File: config.mk
export PLATFORM = sky130hd
export DESIGN_NAME = mem_bus_controller
export DESIGN_NICKNAME = d
export VERILOG_FILES = /design/src/rtl/mem_bus_controller.sv
export SDC_FILE = /design/constraint.sdc
export NUM_CORES = 1
export LEC_CHECK = 0
export BUFFER_PORTS_ARGS = -buffer_cell sky130_fd_sc_hd__buf_2
export CORE_ASPECT_RATIO = 0.8
export CORE_MARGIN = 3
export CORE_UTILIZATION = 34
export CTS_CLUSTER_DIAMETER = 30
export DETAILED_ROUTE_END_ITERATION = 12
export MAX_ROUTING_LAYER = met4
export PLACE_DENSITY = 0.6
export SLEW_MARGIN = 10
export SYNTH_ARGS = -nofsm -noshare
export SYNTH_HDL_FRONTEND = slang
export SYNTH_SLANG_ARGS = --single-unit
File: constraint.sdc
create_clock -name CLK -period 6 [get_ports CLK]
set_input_delay 0.3 -clock CLK [delete_from_list [all_inputs] [get_ports CLK]]
set_output_delay 0.3 -clock CLK [all_outputs]
set_load 0.01 [all_outputs]
File: src/rtl/mem_bus_controller.sv
// mem_bus_controller: load/store sequencer serving a 17 x 16-bit register
// bank and forwarding other accesses to a fixed-latency synchronous RAM.
module mem_bus_controller #(
    parameter int RAM_LAT = 2
) (
    input  logic          CLK,
    input  logic          RST,
    input  logic          REQ,
    input  logic          WE,
    input  logic [15:0]   ADD,
    input  logic [15:0]   WDATA,
    input  logic [16:0]   SEL,
    input  logic          RAM_S,
    output logic [15:0]   RDATA,
    output logic          ACK,
    output logic          ERR,
    output logic          BUSY,
    output logic [271:0]  REGS,
    output logic          RAM_EN,
    output logic          RAM_WE,
    output logic [15:0]   RAM_ADD,
    output logic [15:0]   RAM_WDATA,
    input  logic [15:0]   RAM_RDATA
);

    typedef enum logic [2:0] {
        IDLE,
        REG,
        RAM_REQ,
        RAM_WAIT,
        RESP
    } state_t;

    state_t      state;
    state_t      state_next;

    logic        we_q;
    logic [15:0] wdata_q;
    logic [16:0] sel_q;
    logic [2:0]  cnt;
    logic [15:0] bank [17];

    logic        sel_one;
    logic [4:0]  sel_idx;

    for (genvar k = 0; k < 17; k++) begin : g_regs
        assign REGS[16*k +: 16] = bank[k];
    end

    // Decode the latched select: exactly-one-hot test and the hot bit index.
    always_comb begin
        sel_one = (sel_q != '0) && ((sel_q & (sel_q - 17'd1)) == '0);
        sel_idx = '0;
        for (int i = 0; i < 17; i++) begin
            if (sel_q[i]) sel_idx = 5'(i);
        end
    end

    // State register.
    always_ff @(posedge CLK) begin
        if (RST) state <= IDLE;
        else     state <= state_next;
    end

    // Next-state logic; a RAM read waits out the latency counter.
    always_comb begin
        state_next = state;
        unique case (state)
            IDLE:     if (REQ) state_next = RAM_S ? RAM_REQ : REG;
            REG:      state_next = RESP;
            RAM_REQ:  state_next = we_q ? RESP : RAM_WAIT;
            RAM_WAIT: if (cnt == '0) state_next = RESP;
            RESP:     state_next = IDLE;
            default:  state_next = IDLE;
        endcase
    end

    // Datapath and registered outputs; status flags follow the next state.
    always_ff @(posedge CLK) begin
        if (RST) begin
            we_q      <= 1'b0;
            wdata_q   <= '0;
            sel_q     <= '0;
            cnt       <= '0;
            RDATA     <= '0;
            ACK       <= 1'b0;
            ERR       <= 1'b0;
            BUSY      <= 1'b0;
            RAM_EN    <= 1'b0;
            RAM_WE    <= 1'b0;
            RAM_ADD   <= '0;
            RAM_WDATA <= '0;
            for (int k = 0; k < 17; k++) bank[k] <= '0;
        end else begin
            ACK    <= (state_next == RESP);
            ERR    <= (state == REG) && !sel_one;
            BUSY   <= (state_next != IDLE);
            RAM_EN <= (state_next == RAM_REQ);
            RAM_WE <= (state_next == RAM_REQ) && WE;
            unique case (state)
                IDLE: begin
                    if (REQ) begin
                        we_q    <= WE;
                        wdata_q <= WDATA;
                        sel_q   <= SEL;
                        if (RAM_S) begin
                            RAM_ADD   <= ADD;
                            RAM_WDATA <= WDATA;
                        end
                    end
                end
                REG: begin
                    if (!sel_one)  RDATA <= '0;
                    else if (we_q) bank[sel_idx] <= wdata_q;
                    else           RDATA <= bank[sel_idx];
                end
                RAM_REQ: begin
                    if (!we_q) cnt <= 3'(RAM_LAT - 1);
                end
                RAM_WAIT: begin
                    if (cnt == '0) RDATA <= RAM_RDATA;
                    else           cnt <= cnt - 3'd1;
                end
                default: ;
            endcase
        end
    end

endmodule

==> metrics.txt <==
port bufs 394; largest net degree at the start of global routing 79; CTS Buf Count 81; routed via count 14,800; grt met1 use 0.400; die footprint 0.0512 sq mm; Int Power 6130 uW; Worst path slowest cell nor2_1; Synth top cells by count 278 x and2_1, 272 x edfxtp_1, 225 x nand2_1, 103 x a21oi_1, 93 x dfxtp_1; Pwr Density 395 mW/mm^2; syn avg cell area 10.8 sq um; Final setup viols 0; Achievable Freq 232 MHz; Total GRT Usage 0.286; FILL cells 4,373; commonest register cell after synthesis edfxtp_1; Area contributors post-synth edfxtp_1 50%, dfxtp_1 11%, and2_1 11%, nand2_1 5.1%, a21oi_1 3.1%; DR vias/cell 5.61; Root Driver clkbuf_16; clk buf depth 3; Peak VDD IR 0.216 mV; Iter 0 DRT Violations 1,798; clock power share 0.492; placed cell areas 0.0190 sq mm; Reg clk slew, reported paths 40 ps; #FFs+latches synth 365; async set or reset register ratio after synthesis 0; synthesized instance count 1,523; Clock Skews 41.9 ps; CP max FO 17; status completed; die height 203 microns; IO Pins 395; hold path depth 3; Cell Rows 71; crit-path cells or4_1 -> nor2_4 -> nand3_1 -> o21ai_1 -> and3_1 -> nand3_2 -> nor2_1 -> or2_2; fin crit share 0.718; relative slew slack 0.181; first-pass GRT wire length 103,000 microns; leakage power 0.00915 uW; starting density of the core 0.348; top-count cell post-synth and2_1; CP Class flop to flop; Syn Std Cell Area 0.0165 sq mm; Worst Setup Start Kind flop; HPWL Detailed 52,900 microns; net count reported at finish 2,026; Finished Core Util 0.465; vias in the first global route 14,300; cell taking the most area after synthesis edfxtp_1; chip width 252 microns; GPL Wtd Cong 0.950; Sink Count 365; CTS tree built; setup ws final 1690 ps; critical path depth in cells 8; max-slew violation count 0; Clk Latency, worst-skew pair 620 ps; worst hold path type primary input to flop; Critical Path Max Stage Delay 850 ps; R2R depth 8; register area share after synthesis 0.608; max cap viols 0; Yosys top cell area share 0.495; crit end category flop; First-pass DRT Iterations 6; WP data required 6250 ps; WL per Instance 27.5 microns; post-route cell area 0.0221 sq mm; combinational power share 0.165; P&R area growth vs syn 33.9%; layout cells sized above 1 0.293; Worst Max-Slew Pin Slew 1220 ps; antenna violations before repair 4; postcts setup bufs 0; number of synthesized flops with an enable pin 272; switching power 2600 uW; Yosys cell types 67; delay-heaviest family, CP simple AND/OR/NAND/NOR gates; GRT Max-Usage Layer met2; Seq pwr share 0.344; sw frac 0.298; total wire length 72,700 microns; grt total ovfl 0; DR DRC count 0; CP bufs+invs 0; DP Worst Slack 1810 ps; Syn Nets 1,595; GRT met3 Usage 0.0749; setup TNS 0 ps; Yosys warnings 0; WP data arrival 4560 ps; Final Hold Vio Count 0; RSZ-0062 raised after global routing no; core footprint 0.0474 sq mm; H-tree levels 3; antenna-violating nets left 0; post-route minimum period 4310 ps; met2 usage 0.403
==> timing repair <==
action | in CTS | in global routing
hold buffers | 46 | 0
hold endpoints to repair | 63 | 0
endpoints found under the setup margin | 0 | 0
resized for setup | 0 | 0
==> cell usage in the layout, fill, tap and decap left out, types with 7 or more instances in the layout <==
master	instances
buf_2	393
and2_1	278
edfxtp_1	272
nand2_1	224
a21oi_1	103
dfxtp_1	92
clkbuf_16	82
nor2_1	70
dlygate4sd3_1	46
nor3_1	34
o22ai_1	27
mux2i_1	27
a31oi_1	26
buf_4	25
o21ai_0	22
clkbuf_1	22
or2_2	20
and3_1	17
or4_1	16
o221ai_1	14
nand3_1	11
inv_1	10
o211ai_1	9
nand4_1	9
nor2_2	8
clkinv_2	8
a22oi_1	7
o21ai_1	7
inv_6	7
clkinv_1	7
==> final timing paths <==
path / start / end / slack (ps)
setup / recovery: sel_q[12]$_SDFFE_PP0P_ / bank[11][6]$_SDFFCE_PN0P_ / 1690
hold / removal: RAM_RDATA[12] / RDATA[12]$_SDFFE_PP0P_ / 40
setup reg to reg: sel_q[12]$_SDFFE_PP0P_ / bank[11][6]$_SDFFCE_PN0P_ / 1690
hold reg to reg: RAM_ADD[0]$_SDFFE_PP0P_ / RAM_ADD[0]$_SDFFE_PP0P_ / 450
==> cell families after synthesis <==
kind of cell,count (synthesis),share of synthesized area
simple gates,715,0.228
flops,365,0.608
compound gates,282,0.111
buf+inv,128,0.0322
mux,30,0.0184
fa+ha+maj,3,0.00212
==> layer usage <==
| layer | vias to the layer above | part of all wire |
|---|---|---|
| li1 | 6340 | - |
| met1 | 7287 | 0.43 |
| met2 | 1035 | 0.42 |
| met3 | 164 | 0.11 |
| met4 | 0 | 0.033 |
| met5 | - | 0 |
==> metrics by stage <==
stage,power (uW),hold slack [ps],cells
floorplan,3780,380,1523
detailed placement,4410,445,2445
global placement,4410,439,2445
finish,8730,38.6,2641
global route,9000,21.3,2640
CTS,8730,7.80,2639
==> layout make-up <==
class / instances / area (sq um) / share of cell area
repair buffers: 465 / 2640 / 0.119
multi-input cells: 1030 / 5950 / 0.269
clock inverters: 38 / 425 / 0.0193
inverters: 11 / 41.3 / 0.00187
clock buffers: 110 / 2220 / 0.100
diodes: 2 / 5.00 / 0.000227
flip-flops and latches: 365 / 10000 / 0.454
well taps: 620 / 776 / 0.0351
==> worst min-delay path, stage by stage <==
cell	delay [ps]
buf_2	90
o21ai_0	70
a21oi_1	110
==> sequential cells by signal, summed over array words and instances, names as in the netlist, 3 cells and up <==
signal,count
sel_q,17
bank,272
RAM_WDATA,16
RAM_ADD,16
RDATA,16
state,3
cnt,3
wdata_q,16
==> power groups by stage <==
stage | registers [uW] | logic (uW) | clock network [uW]
2_1_floorplan | 2970 | 806 | 0
3_3_place_gp | 3040 | 1370 | 0
3_5_place_dp | 3040 | 1370 | 0
4_1_cts | 3000 | 1400 | 4330
5_1_grt | 3010 | 1510 | 4490
6_report | 3000 | 1440 | 4290
No activity file was read; power rests on OpenSTA's default activity.
